===== config.mk =====
export PLATFORM = sky130hd
export DESIGN_NAME = tdm_demux
export DESIGN_NICKNAME = d
export VERILOG_FILES = /design/src/rtl/tdm_pkg.sv /design/src/rtl/tdm_demux_onehot_dec.sv /design/src/rtl/tdm_demux.sv
export SDC_FILE = /design/constraint.sdc
export NUM_CORES = 1
export LEC_CHECK = 0
export CAP_MARGIN = 20
export CORE_ASPECT_RATIO = 0.6
export CORE_MARGIN = 2
export CORE_UTILIZATION = 58
export CTS_CLUSTER_DIAMETER = 30
export DETAILED_ROUTE_END_ITERATION = 10
export GPL_TIMING_DRIVEN = 0
export PLACE_DENSITY = 0.86
export RECOVER_POWER = 25
export SLEW_MARGIN = 0
export SYNTH_ARGS = -nofsm -noshare
export SYNTH_HDL_FRONTEND = slang
export SYNTH_SLANG_ARGS = --single-unit

===== constraint.sdc =====
create_clock -name clk -period 5.15 [get_ports clk]
set_input_delay 1.2875 -clock clk [delete_from_list [all_inputs] [get_ports clk]]
set_output_delay 1.2875 -clock clk [all_outputs]
set_load 0.01 [all_outputs]

===== src/rtl/tdm_pkg.sv =====
// Shared TDM definitions: framing FSM states and default frame geometry
// used by both the transmit-side mux and the receive-side demux.
package tdm_pkg;

    localparam int unsigned N_CH_DEF = 4;
    localparam int unsigned W_DEF    = 8;

    typedef enum logic {
        IDLE    = 1'b0,
        COLLECT = 1'b1
    } state_e;

endpackage


===== src/rtl/tdm_demux_onehot_dec.sv =====
// Channel index to one-hot shadow-register write enable; the receive-side
// counterpart of the transmit channel select.
module onehot_dec #(
    parameter  int unsigned N  = 4,
    localparam int unsigned IW = $clog2(N)
) (
    input  logic [IW-1:0] idx_i,
    input  logic          stb_i,
    output logic [N-1:0]  we_c
);

    always_comb begin
        we_c = '0;
        for (int unsigned k = 0; k < N; k++) begin
            if (stb_i && (idx_i == IW'(k))) begin
                we_c[k] = 1'b1;
            end
        end
    end

endmodule


===== src/rtl/tdm_demux.sv =====
// Receive-side TDM demultiplexer: collects N_CH serial samples into a shadow
// frame and publishes it atomically. Framing-error pulse built only with TDM_DEMUX_ERR_EN.
module tdm_demux
    import tdm_pkg::*;
#(
    parameter int unsigned N_CH = N_CH_DEF,
    parameter int unsigned W    = W_DEF
) (
    input  logic              clk,
    input  logic              rst,
    input  logic              in_valid,
    input  logic              in_sof,
    input  logic [W-1:0]      in_data,
    output logic              out_valid,
    output logic [N_CH*W-1:0] out_data,
    output logic              err
);

    localparam int unsigned   CW   = $clog2(N_CH);
    localparam logic [CW-1:0] LAST = CW'(N_CH - 1);

    state_e                   state_q, state_d;
    logic [CW-1:0]            cnt_q, cnt_d;
    logic [N_CH-1:0][W-1:0]   shadow_q, shadow_d;
    logic                     wr_stb_c;
    logic [CW-1:0]            wr_idx_c;
    logic [N_CH-1:0]          we_c;
    logic                     done_c;
    logic                     out_valid_q;
    logic [N_CH*W-1:0]        out_data_q;
`ifdef TDM_DEMUX_ERR_EN
    logic                     err_d;
    logic                     err_q;
`endif

    // Framing FSM: orphans are dropped in IDLE, a sof inside COLLECT restarts the frame.
    always_comb begin
        state_d  = state_q;
        cnt_d    = cnt_q;
        wr_stb_c = 1'b0;
        wr_idx_c = '0;
        done_c   = 1'b0;
`ifdef TDM_DEMUX_ERR_EN
        err_d    = 1'b0;
`endif
        case (state_q)
            IDLE: begin
                if (in_valid) begin
                    if (in_sof) begin
                        wr_stb_c = 1'b1;
                        cnt_d    = CW'(1);
                        state_d  = COLLECT;
                    end else begin
`ifdef TDM_DEMUX_ERR_EN
                        err_d = 1'b1;
`endif
                    end
                end
            end
            COLLECT: begin
                if (in_valid) begin
                    wr_stb_c = 1'b1;
                    if (in_sof) begin
                        cnt_d = CW'(1);
`ifdef TDM_DEMUX_ERR_EN
                        err_d = 1'b1;
`endif
                    end else begin
                        wr_idx_c = cnt_q;
                        if (cnt_q == LAST) begin
                            done_c  = 1'b1;
                            cnt_d   = '0;
                            state_d = IDLE;
                        end else begin
                            cnt_d = cnt_q + CW'(1);
                        end
                    end
                end
            end
            default: state_d = IDLE;
        endcase
    end

    onehot_dec #(.N(N_CH)) u_dec (
        .idx_i (wr_idx_c),
        .stb_i (wr_stb_c),
        .we_c  (we_c)
    );

    // Next shadow frame; on completion it already includes the final sample.
    always_comb begin
        shadow_d = shadow_q;
        for (int unsigned k = 0; k < N_CH; k++) begin
            if (we_c[k]) begin
                shadow_d[k] = in_data;
            end
        end
    end

    always_ff @(posedge clk or posedge rst) begin
        if (rst) begin
            state_q     <= IDLE;
            cnt_q       <= '0;
            shadow_q    <= '0;
            out_valid_q <= 1'b0;
            out_data_q  <= '0;
        end else begin
            state_q     <= state_d;
            cnt_q       <= cnt_d;
            shadow_q    <= shadow_d;
            out_valid_q <= done_c;
            if (done_c) begin
                out_data_q <= shadow_d;
            end
        end
    end

`ifdef TDM_DEMUX_ERR_EN
    always_ff @(posedge clk or posedge rst) begin
        if (rst) begin
            err_q <= 1'b0;
        end else begin
            err_q <= err_d;
        end
    end
    assign err = err_q;
`else
    assign err = 1'b0;
`endif

    assign out_valid = out_valid_q;
    assign out_data  = out_data_q;

endmodule

Word level (Yosys, flattened, before mapping):

Cells that the tools add are included.

* output and inout port bits: 34
* register bits after elaboration: 68
* logic and storage cells: 52

* reductions and logical operators: 6
* muxes and demuxes: 29
* equality and inequality tests: 7
* add/sub/neg operators: 1
* bitwise gates (word level): 1

Operator list (count)
* $mux 8: 4
* $mux 2: 8
* $mux 1: 14
* $eq 2x2->1 const B: 3
* $ne 2x2->1 const B: 3
* $logic_and 1x1->1: 4
* $pmux 1 s2: 2
* $pmux 2 s2: 1
* $reduce_and 3->1: 1
* $add 2x1->2 const B: 1
* $eq 2x1->1 const B: 1
* $logic_not 2->1: 1
* $not 1->1: 1

Longest topological paths before layout:

Gate-level depths: netlist (run 1).

* word-level depth: 7
* gate-level depth with buffers: 7
* gate-level depth less buffers: 5

By module:

Synthesis (run 1) repeated with hierarchy kept, for this count alone.

* cell total of the unflattened synthesis: 162
* area total of the unflattened synthesis: 2785.2 µm²

Modules (own cells, without submodules)
* tdm_demux: sequential area each 1701.6 µm², instances 1, area each 2747.6 µm², cells an instance 158
* onehot_dec: sequential area each 0.0 µm², instances 1, area each 37.5 µm², cells an instance 4

Worst setup path before layout (run 1):

OpenSTA, ideal clock, no wires.

* kind: input -> register
* from: in in_valid
* to: reg shadow_q[2] (netlist name)
* cell stages on the path: 6
* buffers on the path: 3
* required time: 5.025 ns
* setup slack: 2.748 ns
* arrival: 2.277 ns
* path through: buf_6 nand2_2 and2_1 buf_2 buf_6 mux2_2

RTL lines
* start: declaration: line tdm_demux.sv:11 `input logic in_valid,`
* end signal: assignment: line tdm_demux.sv:110 `shadow_q <= shadow_d;`
* end: declaration: line tdm_demux.sv:24 `logic [N_CH-1:0][W-1:0] shadow_q, shadow_d;`

Worst setup path after layout (run 1):

* from: in in_valid
* to: reg out_data_q[21], in the netlist out_data[21]

* longest elaborated chain between the ends: 6

Ends and longest elaborated chain
* $mux 2: line tdm_demux.sv:61 `if (in_valid) begin`
* $mux 2: line tdm_demux.sv:46 `case (state_q)`
* $eq 2x2->1: line tdm_demux_onehot_dec.sv:15 `if (stb_i && (idx_i == IW'(k))) begin`
* $logic_and 1x1->1: line tdm_demux_onehot_dec.sv:15
* $mux 1: line tdm_demux_onehot_dec.sv:15
* $mux 8: line tdm_demux.sv:94 `if (we_c[k]) begin`
* end signal: assignment: line tdm_demux.sv:113 `out_data_q <= shadow_d;`
* end: declaration: line tdm_demux.sv:30 `logic [N_CH*W-1:0] out_data_q;`

Parallel ways exist; a longest one is shown, timed or not.
A chain may end at the register's enable or synchronous reset.

==> impl_metrics.ini, run 1 <==
[status]
status = complete, no violations

[worst_hold_path]
hold_path_class = reg2reg
min_from = out_data[26]
hold_depth = 2
holdPathEnd = out_data[26]

[pwr]
powerDensity_nw_per_um2 = 533
p_leak_nw = 1.61
vdd_ir_drop_max_v = 0.000262

[finish]
drive_above_1_share_pct = 20.6
fillers = 353
final_util_pct = 74.6
final_cell_mix = 68 x dfrtp_1, 44 x nand2_1, 43 x clkdlybuf4s50_1
layout_commonest_cell = dfrtp_1
insertedDiodeCount = 0
fin_nets = 333
fin_cells = 391
syn_to_final_growth_pct = 23.4

[flow_run]
cap_violations = 0

[timing]
clock.fmax_mhz = 334
max_slew_margin_pct = 16.4
rsz0062_at_grt = no
timing.hold.ws_ns = 0.498
tightest_slew_ns = 1.25
period_share_pct = 58.1
hold_violations = 0
setup_tns_ns = 0
clock_skew_ns = 0.00556
min_period_ns = 2.99
drv_slew = 0
setup_violations = 0

[worst_setup_path]
reg2reg_slack_ns = 3.13
max_stage_delay_ns = 0.58
cp_cell_sequence = clkdlybuf4s50_1, buf_6, nand4b_1, inv_1, buf_2, o311ai_0, o211ai_1
cp_max_fo = 10
crit_family = buffers and inverters
slowest_stage = clkdlybuf4s50_1
crit_arrival_ns = 3.25
crit_buf_inv = 4
reg2reg_from = cnt_q[0]
cp.required_ns = 5.41
crit_path_start_kind = input port
r2r_end = out_data[21]
reg2reg_depth = 6
crit_type = in2reg
crit_path_end_kind = flop

[grt]
grt_pass1_vias = 2461
grt_max_degree = 37
antenna_found_initial = 0
track_usage_pct = 28.8
overflow = 0
grt_first_pass_wirelength_mm = 12.9

[die]
dieArea_um2 = 5940
die_h_um = 60.5
ioPinCount = 46
rows = 20
die_width_um = 98.2
start_util_pct = 60.4
core_area_um2 = 5100

[place]
gp_congestion = 0.839
dp_hpwl_mm = 5.47
portBuffers = 44
dp_cells = 375

[synth]
yosysWarnings = 0
ys_seq_area_share_pct = 55.2
synth.largest_area_cell = dfrtp_1
syn_nets = 277
netlist_area_um2 = 3090
synth.avg_cell_area_um2 = 11.7
synth_cell_type_count = 32
ys_ff_latch = 68
syn_inst = 264
yosys.area.top_type_share_pct = 55.2
synthTopCellsByArea = dfrtp_1 55%, mux2_2 10%, o211ai_1 9.7%

[cts]
cts_max_path_buffers = 2
clk_pin_slew_ns = 0.07
htreeDepth = 3
postCtsSetupRepairBufs = 0
tritoncts = done
ctsHoldBuffers = 0
cts_resized = 0
insertion_delay_ns = 0.34
cts_buffers = 9
cts.sinks = 68
clock-root-buffer = clkbuf_8

[detailed_routing]
vias = 2534
ant_nets = 0
drt-initial-drc-count = 138
viasPerCell = 6.48
wl_per_cell_um = 20.1
dr.pass1.iters = 5
wirelength_mm = 7.86
drc = 0
## final cells by class
class / instances / area (µm²) / share of cell area [%]
sequential: 68 / 1700 / 44.7
multi-input combinational: 168 / 1220 / 32.0
tap: 66 / 82.6 / 2.17
timing repair buffer: 45 / 460 / 12.1
buffer: 25 / 154 / 4.04
clock inverter: 4 / 23.8 / 0.624
clock buffer: 12 / 155 / 4.07
inverter: 3 / 11.3 / 0.296
## metal layers
metal | vias up | GRT usage (%) | routed length (µm)
met5 | - | 0 | 0
met4 | 0 | 7.63 | 131
met3 | 20 | 9.79 | 809
met2 | 152 | 46.7 | 3610
met1 | 1278 | 38.6 | 3300
li1 | 1084 | - | -
## through the flow
| step | total power [mW] | setup WS, ns | area, µm² |
|---|---|---|---|
| CTS | 2.02 | 2.23 | 3810 |
| finish | 2.03 | 2.16 | 3810 |
| global route | 2.14 | 2.05 | 3810 |
| detailed placement | 1.63 | 1.87 | 3630 |
| global placement | 1.58 | 1.05 | 3610 |
| floorplan | 1.29 | 2.15 | 3090 |
## cell usage after synthesis (all sizes together)
master   number
o21a          1
nand2b        2
conb          1
mux2         32
ha            1
nand4b        2
o21ai         1
nor2          1
o311ai        8
or3           1
o211ai       40
inv           3
nand3        10
nand4        16
nor3b         1
and2          1
buf          16
nand2        45
nand4bb       1
dfrtp        68
clkbuf        9
and3          1
a22o          1
o22ai         1
nor2b         1
## worst max-delay path by stage
stage              from      endpoint  slack, ns  depth (start not counted)
6_report       in_valid  out_data[21]       2.16                          7
5_1_grt        in_valid  out_data[17]       2.05                          7
2_1_floorplan       rst      cnt_q[0]       2.15                          1
3_5_place_dp   in_valid  out_data[22]       1.87                          7
4_1_cts        in_valid  out_data[22]       2.23                          7
3_3_place_gp        rst  out_data[26]       1.05                          2
## state kept, by name, indices dropped and copies added, names as in the netlist
register   flops
state_q        1
out_valid      1
cnt_q          2
shadow_q      32
out_data      32
## report_power, final
| part | total, mW | internal (mW) | switching (mW) |
|---|---|---|---|
| combinational | 0.739 | 0.393 | 0.345 |
| clock | 0.400 | 0.200 | 0.201 |
| sequential | 0.889 | 0.758 | 0.131 |
## cells by family after synthesis
group           Yosys count  synth area share [%]
simple gates             82                  13.9
buf+inv                  28                  5.35
flops                    68                  55.1
compound gates           52                  12.9
mux                      32                  12.2
fa+ha+maj                 1                 0.405
other cells               1                 0.122
## tightest hold or removal path, stage by stage (launching register included)
cell,delay (ns)
dfrtp_1,0.34
nand2_1,0.05
nand3_1,0.07
No activity file was read; power rests on OpenSTA's default activity.
==> run 2: changes to the inputs <==
--- a/config.mk
+++ b/config.mk
@@ -8,11 +8,11 @@
 export CAP_MARGIN = 20
 export CORE_ASPECT_RATIO = 0.6
 export CORE_MARGIN = 2
-export CORE_UTILIZATION = 58
+export CORE_UTILIZATION = 48
 export CTS_CLUSTER_DIAMETER = 30
 export DETAILED_ROUTE_END_ITERATION = 10
 export GPL_TIMING_DRIVEN = 0
-export PLACE_DENSITY = 0.86
+export PLACE_DENSITY = 0.76
 export RECOVER_POWER = 25
 export SLEW_MARGIN = 0
 export SYNTH_ARGS = -nofsm -noshare
==> constraint.sdc (replaced) <==
create_clock -name clk -period 2.7 [get_ports clk]
set_input_delay 0.675 -clock clk [delete_from_list [all_inputs] [get_ports clk]]
set_output_delay 0.675 -clock clk [all_outputs]
set_load 0.01 [all_outputs]
==> impl_metrics.ini, run 2 (synthesis results as in run 1) <==
[worst_hold_path]
min_from = out_data[31]
hold_depth = 2
hold_path_class = reg2reg
holdPathEnd = out_data[31]

[cts]
cts_max_path_buffers = 2
cts_resized = 0
cts_buffers = 9
ctsHoldBuffers = 0
clk_pin_slew_ns = 0.07
tritoncts = done
cts.sinks = 68
postCtsSetupRepairBufs = 0
clock-root-buffer = clkbuf_8
htreeDepth = 3
insertion_delay_ns = 0.35

[worst_setup_path]
cp_max_fo = 10
reg2reg_depth = 7
crit_path_end_kind = flop
crit_arrival_ns = 2.61
crit_type = in2reg
crit_buf_inv = 5
r2r_end = out_data[24]
crit_path_start_kind = input port
reg2reg_slack_ns = 0.74
cp.required_ns = 2.99
crit_family = buffers and inverters
slowest_stage = clkdlybuf4s50_1
max_stage_delay_ns = 0.57
cp_cell_sequence = clkdlybuf4s50_1, buf_6, nand4b_1, inv_1, buf_4, buf_4, nand4_1, nand3_1
crit_top_cell = buf_4
reg2reg_from = cnt_q[0]

[grt]
grt_first_pass_wirelength_mm = 12.5
track_usage_pct = 24.0
grt_max_degree = 69
antenna_found_initial = 0
grt_pass1_vias = 2416
overflow = 0

[finish]
fin_cells = 408
final_util_pct = 63.3
fillers = 524
layout_commonest_cell = dfrtp_1
insertedDiodeCount = 0
fin_nets = 332
final_cell_mix = 68 x dfrtp_1, 44 x nand2_1, 43 x clkdlybuf4s50_1
final_area_um2 = 3900
drive_above_1_share_pct = 21.0
syn_to_final_growth_pct = 26.5

[pwr]
powerDensity_nw_per_um2 = 1080
p_leak_nw = 1.63
vdd_ir_drop_max_v = 0.000435

[timing]
min_period_ns = 2.32
tightest_slew_ns = 1.39
drv_slew = 0
clock_skew_ns = 0.00456
setup_violations = 0
max_slew_margin_pct = 7.54
period_share_pct = 85.9
hold_violations = 0
timing.hold.ws_ns = 0.495
clock.fmax_mhz = 431
rsz0062_at_grt = no

[die]
dieArea_um2 = 7110
core_area_um2 = 6170
start_util_pct = 50.0
die_h_um = 66.1
rows = 22
ioPinCount = 46
die_width_um = 108

[status]
status = complete, no violations

[detailed_routing]
drc = 0
dr.pass1.iters = 4
vias = 2385
ant_nets = 0
wl_per_cell_um = 18.6
wirelength_mm = 7.60
drt-initial-drc-count = 118
viasPerCell = 5.85

[flow_run]
cap_violations = 0

[place]
dp_cells = 392
portBuffers = 44
placed_area_um2 = 3630
dp_hpwl_mm = 5.25
gp_congestion = 0.799
[run 2: cell count changes in the layout (fill, tap and decap cells not counted), sizes merged]
cell	delta
buf	-1
clkinvlp	+2
bufinv	+4
clkinv	-4
clkbuf	-2
[run 2: worst register-to-register path: stages (launching register included)]
cell,delay [ns]
dfrtp_1,0.47
ha_1,0.24
nand4b_1,0.34
inv_1,0.22
buf_4,0.21
buf_4,0.20
nand4_1,0.12
nand3_1,0.11
[run 2: power by group]
part / switching [mW] / internal, mW
Clock: 0.394 / 0.732
Combinational: 0.640 / 0.747
Sequential: 0.239 / 1.45
[run 2: stage by stage]
stage          power [mW]  TNS (ns)  worst slack (ns)
2_1_floorplan        2.45         0             0.313
4_1_cts              4.21         0             0.397
6_report             4.20         0             0.382
3_5_place_dp         3.08         0            0.0245
3_3_place_gp         3.02    -55.84            -0.825
5_1_grt              4.45         0             0.203
[run 2: cell type report]
class / instances / area, µm² / area share (%)
tap: 84 / 105 / 2.69
inverter: 3 / 11.3 / 0.288
clock inverter: 6 / 135 / 3.46
buffer: 25 / 154 / 3.94
sequential: 68 / 1700 / 43.6
timing repair buffer: 44 / 440 / 11.3
multi-input combinational: 168 / 1220 / 31.2
clock buffer: 10 / 138 / 3.53
[run 2: per-layer routing]
metal | part of all wire, % | vias up | wire, µm | global-route usage (%)
met3 | 10 | 11 | 761 | 8.77
met5 | 0 | - | 0 | 0
li1 | - | 1087 | - | -
met1 | 45 | 1188 | 3390 | 33.3
met4 | 1.5 | 0 | 113 | 7.85
met2 | 44 | 99 | 3330 | 35.0
[run 2: how the worst max path moves through the flow]
stage,endpoint,start,cells past startpoint
floorplan,cnt_q[0],rst,1
global placement,cnt_q[0],rst,2
detailed placement,out_data[24],in_valid,8
CTS,out_data[24],in_valid,8
global route,out_data[17],in_valid,7
finish,out_data[24],in_valid,8
==> run 3: changes to the inputs <==
--- a/config.mk
+++ b/config.mk
@@ -8,11 +8,11 @@
 export CAP_MARGIN = 20
 export CORE_ASPECT_RATIO = 0.6
 export CORE_MARGIN = 2
-export CORE_UTILIZATION = 48
+export CORE_UTILIZATION = 40
 export CTS_CLUSTER_DIAMETER = 30
 export DETAILED_ROUTE_END_ITERATION = 10
 export GPL_TIMING_DRIVEN = 0
-export PLACE_DENSITY = 0.76
+export PLACE_DENSITY = 0.65
 export RECOVER_POWER = 25
 export SLEW_MARGIN = 0
 export SYNTH_ARGS = -nofsm -noshare
==> impl_metrics.ini, run 3 (synthesis results as in run 1) <==
[worst_setup_path]
r2r_end = out_data[21]
cp-startpoint = in_valid
slowest_stage = clkdlybuf4s50_1
crit_cells = 7
cp_cell_sequence = clkdlybuf4s50_1, buf_6, nand4b_1, inv_1, buf_2, o311ai_0, o211ai_1
crit_arrival_ns = 2.67
max_stage_delay_ns = 0.57
crit_path_end_kind = flop
crit_type = in2reg
cp.required_ns = 2.95
endpoint = out_data[21]
crit_path_start_kind = input port
reg2reg_from = cnt_q[0]
reg2reg_slack_ns = 0.62
cp_max_fo = 10
crit_buf_inv = 4
crit_family = buffers and inverters
reg2reg_depth = 6

[cts]
htreeDepth = 3
ctsHoldBuffers = 0
cts_max_path_buffers = 2
postCtsSetupRepairBufs = 0
cts_resized = 0
cts.sinks = 68
insertion_delay_ns = 0.34
tritoncts = done
clock-root-buffer = clkbuf_16
clk_pin_slew_ns = 0.05
cts_buffers = 9

[grt]
overflow = 0
grt_max_degree = 69
track_usage_pct = 20.5
grt_pass1_vias = 2364
antenna_found_initial = 0
grt_first_pass_wirelength_mm = 13.0

[timing]
setup_violations = 0
setup_tns_ns = 0
fin_ws_ns = 0.277
drv_slew = 0
tightest_slew_ns = 1.41
rsz0062_at_grt = no
clock_skew_ns = 0.00757
min_period_ns = 2.42
hold_violations = 0
max_slew_margin_pct = 6.02
clock.fmax_mhz = 413
timing.hold.ws_ns = 0.494
period_share_pct = 89.8

[finish]
insertedDiodeCount = 0
drive_above_1_share_pct = 20.2
final_util_pct = 53.7
fin_nets = 332
syn_to_final_growth_pct = 27.9
layout_commonest_cell = dfrtp_1
final_area_um2 = 3950
final_cell_mix = 68 x dfrtp_1, 44 x nand2_1, 43 x clkdlybuf4s50_1

[pwr]
powerDensity_nw_per_um2 = 1070
p_leak_nw = 1.65
vdd_ir_drop_max_v = 0.000401

[die]
core_area_um2 = 7360
start_util_pct = 41.9
die_width_um = 117
die_h_um = 72.0
rows = 24
ioPinCount = 46
dieArea_um2 = 8460

[place]
dp_hpwl_mm = 5.41
gp_congestion = 0.791
post-place-ws_ns = -0.0295
placed_area_um2 = 3660
portBuffers = 44

[detailed_routing]
wl_per_cell_um = 18.7
viasPerCell = 5.61
dr.pass1.iters = 4
drt-initial-drc-count = 212
wirelength_mm = 7.98
ant_nets = 0
drc = 0
vias = 2388

[worst_hold_path]
hold_depth = 2
min_from = out_data[27]
hold_path_class = reg2reg

[status]
status = complete, no violations

[flow_run]
cap_violations = 0
[run 3: cell count changes in the layout (fill, tap and decap cells not counted)]
cell / change
clkbuf_8: -8
clkinv_2: +1
clkbuf_1: +1
clkbuf_16: +9
clkinvlp_4: -2
bufinv_16: -3
[run 3: worst min-delay path by stage]
stage	to	slack [ns]
6_report	out_data[27]	0.49
5_1_grt	shadow_q[18]	0.51
4_1_cts	out_data[27]	0.50
3_5_place_dp	out_data[27]	0.48
3_3_place_gp	shadow_q[19]	0.48
2_1_floorplan	shadow_q[18]	0.47
[run 3: power by group]
group | switching [mW] | internal (mW)
clock | 0.405 | 0.752
sequential | 0.242 | 1.45
combinational | 0.643 | 0.746
[run 3: worst reg2reg max path, delay by kind of cell, from the launching register on]
family | cells | cell delay (ns)
fa+ha+maj | 1 | 0.26
simple gates | 1 | 0.35
flops | 1 | 0.49
compound gates | 2 | 0.42
buf+inv | 2 | 0.48
[run 3: layout make-up]
type | instances | area [µm²]
fillers | 671 | 3410
flip-flops and latches | 68 | 1700
multi-input cells | 168 | 1220
repair buffers | 44 | 440
clock buffers | 12 | 256
plain buffers | 25 | 154
well taps | 104 | 130
clock inverters | 2 | 35.0
inverters | 3 | 11.3
[run 3: layer usage]
metal  up-vias  global-route usage [%]  share of wire (%)
li1       1088                       -                  -
met4         0                    6.02                1.2
met5         -                       0                  0
met2        70                    30.7                 44
met3        12                    6.45                6.2
met1      1218                    29.0                 49
[run 3: stage by stage]
stage	power, mW	cells
4_1_cts	4.26	426
3_5_place_dp	3.09	412
3_3_place_gp	3.04	412
5_1_grt	4.46	426
6_report	4.24	426
2_1_floorplan	2.45	264
==> edit (config.mk and constraints of run 2) <==
Change the package constant `N_CH_DEF` from 4 to 8.
--- a/src/rtl/tdm_pkg.sv
+++ b/src/rtl/tdm_pkg.sv
@@ -3,5 +3,5 @@
 package tdm_pkg;
 
-    localparam int unsigned N_CH_DEF = 4;
+    localparam int unsigned N_CH_DEF = 8;
     localparam int unsigned W_DEF    = 8;
 
Ports: changed (resized out_data); port bits go from 46 to 78. The function was not compared with the original's and may differ.
==> edit against run 2 <==
- wire length rose by 100%
- total power grew 72%
- worst hold slack got worse by 0.0095 ns
- core utilization decreased by 0.63 points
- worst setup slack gained 0.11 ns
- register-to-register slack got worse by 0.04 ns
- sequential cell count increased by 65
- area after synthesis is 81% higher
- final area rose by 82%
==> edit: results (changes against run 2) <==
stage,metric,value,unit,change
grt,grt_antenna_before_repair,0,,unchanged
setup_path,r2r-start,cnt_q[0],,
timing,skew,0.00554,ns,+0.000985 ns
clocking,cts_root_buffer,clkbuf_16,,
setup_path,r2r_cells,6,,-1
synthesis,ys_types,37,,+16%
setup_path,crit_fanout,10,,unchanged
synthesis,synthTopCellsByCount,"dfrtp_1 (133), nand2_1 (80), o21ai_0 (72)",,
grt,grt_use_total,26.1,%,+2.2 points
min_path,min_from,out_data[2],,
drt,wl,15200,um,+100%
final_layout,fillers,919,,+75%
placed_design,port_buffers,71,,+61%
drt,vias_per_cell,5.73,,-1.9%
clocking,clkSlewWorstSetupHoldPaths,0.06,ns,
power_and_ir_drop,p_leak,0.00330,uW,+100%
timing,maxSlewHeadroom,28.5,%,+21 points
final_layout,diodes,0,,unchanged
synthesis,ys_async_sr_fraction,100,%,unchanged
drt,drtIter0Drc,481,,+310%
clocking,numCtsBuffers,17,,+8
setup_path,r2r-end,out_data[53],,
clocking,htree_levels,4,,+1
clocking,clockBufferDepth,2,,unchanged
setup_path,critPathArrivalTime,2.47,ns,-0.14 ns
setup_path,startpoint,in_sof,,
setup_path,max_stage_delay,0.48,ns,-0.09 ns
setup_path,rrSetupSlack,0.70,ns,-0.04 ns
placed_design,gp_congestion,0.890,,+11%
min_path,min_path_cells,2,,unchanged
placed_design,hpwl,10400,um,+97%
placed_design,dpl_worst_slack,0.184,ns,+0.159 ns
clocking,cts_setup_buffers,0,,unchanged
power_and_ir_drop,peakVddDrop,0.000582,V,+34%
clocking,insertion_delay,0.42,ns,+0.07 ns
synthesis,synth_nets,563,,+100%
grt,grt_start_max_net_pins,46,,-33%
status,outcome,finished clean,,
timing,final.min_clock_period,2.21,ns,-0.113 ns
min_path,holdPathEnd,out_data[2],,
final_layout,fin_nets,656,,+98%
grt,grt_pass1_vias,4496,,+86%
clocking,cts.repair.resized,0,,unchanged
setup_path,slowest_stage,clkdlybuf4s50_1,,
drt,drt-pass1-iter-count,7,,+3
min_path,hold_path.class,reg2reg,,
final_layout,drive_above_1_share,12.1,%,-8.9 points
synthesis,seq_area_frac_synth,59.6,%,+4.4 points
synthesis,synthTopCellsByArea,"dfrtp_1 (60%), o21ai_0 (6.4%), a31oi_1 (6.3%)",,
placed_design,post_dp_cell_area,6560,um2,+81%
grt,grt_pass1_wl,24500,um,+96%
setup_path,endpoint,shadow_q[18],,
synthesis,synth-warning-count,0,,unchanged
edit: cell types whose count changed after synthesis, moves of 16 or more:
| cell | change |
|---|---|
| a21oi_1 | +20 |
| a31oi_1 | +56 |
| dfrtp_1 | +65 |
| mux2_2 | -20 |
| nand2_1 | +36 |
| nand4_1 | -16 |
| nor2_1 | +56 |
| o211ai_1 | -40 |
| o21ai_0 | +71 |
edit: metrics by stage:
stage               hold slack (ns)  cells
CTS                           0.488    815
global placement              0.469    780
global route                  0.520    815
detailed placement            0.476    783
finish                        0.486    815
floorplan                     0.477    549
edit: final cells by class:
| type | instances | area [um2] | area share (%) |
|---|---|---|---|
| Buffer | 49 | 289 | 4.07 |
| Clock inverter | 7 | 70.1 | 0.986 |
| Multi-Input combinational cell | 359 | 1940 | 27.3 |
| Inverter | 8 | 31.3 | 0.440 |
| Sequential cell | 133 | 3330 | 46.8 |
| Clock buffer | 25 | 505 | 7.11 |
| Tap cell | 160 | 200 | 2.82 |
| Timing Repair Buffer | 74 | 741 | 10.4 |
edit: per-layer routing:
layer | track usage, % | routed length (um)
met5 | 0 | 0
met1 | 38.9 | 6770
met3 | 7.11 | 1450
met4 | 6.33 | 192
met2 | 38.6 | 6820
edit: worst max-delay path, delay by kind of cell:
family / cells / cell delay, ns
simple gates: 1 / 0.21
buf+inv: 3 / 1.01
compound gates: 2 / 0.56
edit: kinds of logic (layout without fill, tap and decap cells):
kind of cell,count (synthesis),count (layout),synth area share [%]
flip-flops,133,133,59.6
AND/OR/NAND/NOR,176,176,14.5
multiplexers,16,16,3.05
adder cells (fa/ha/maj),2,2,0.448
buffers and inverters,57,163,5.71
AO/OA/AOI/OAI,164,164,16.6
other,1,1,0.0671
edit: power breakdown:
part	internal, uW	switching (uW)
Sequential	2650	301
Combinational	976	1070
Clock	1380	822
Total	5010	2190
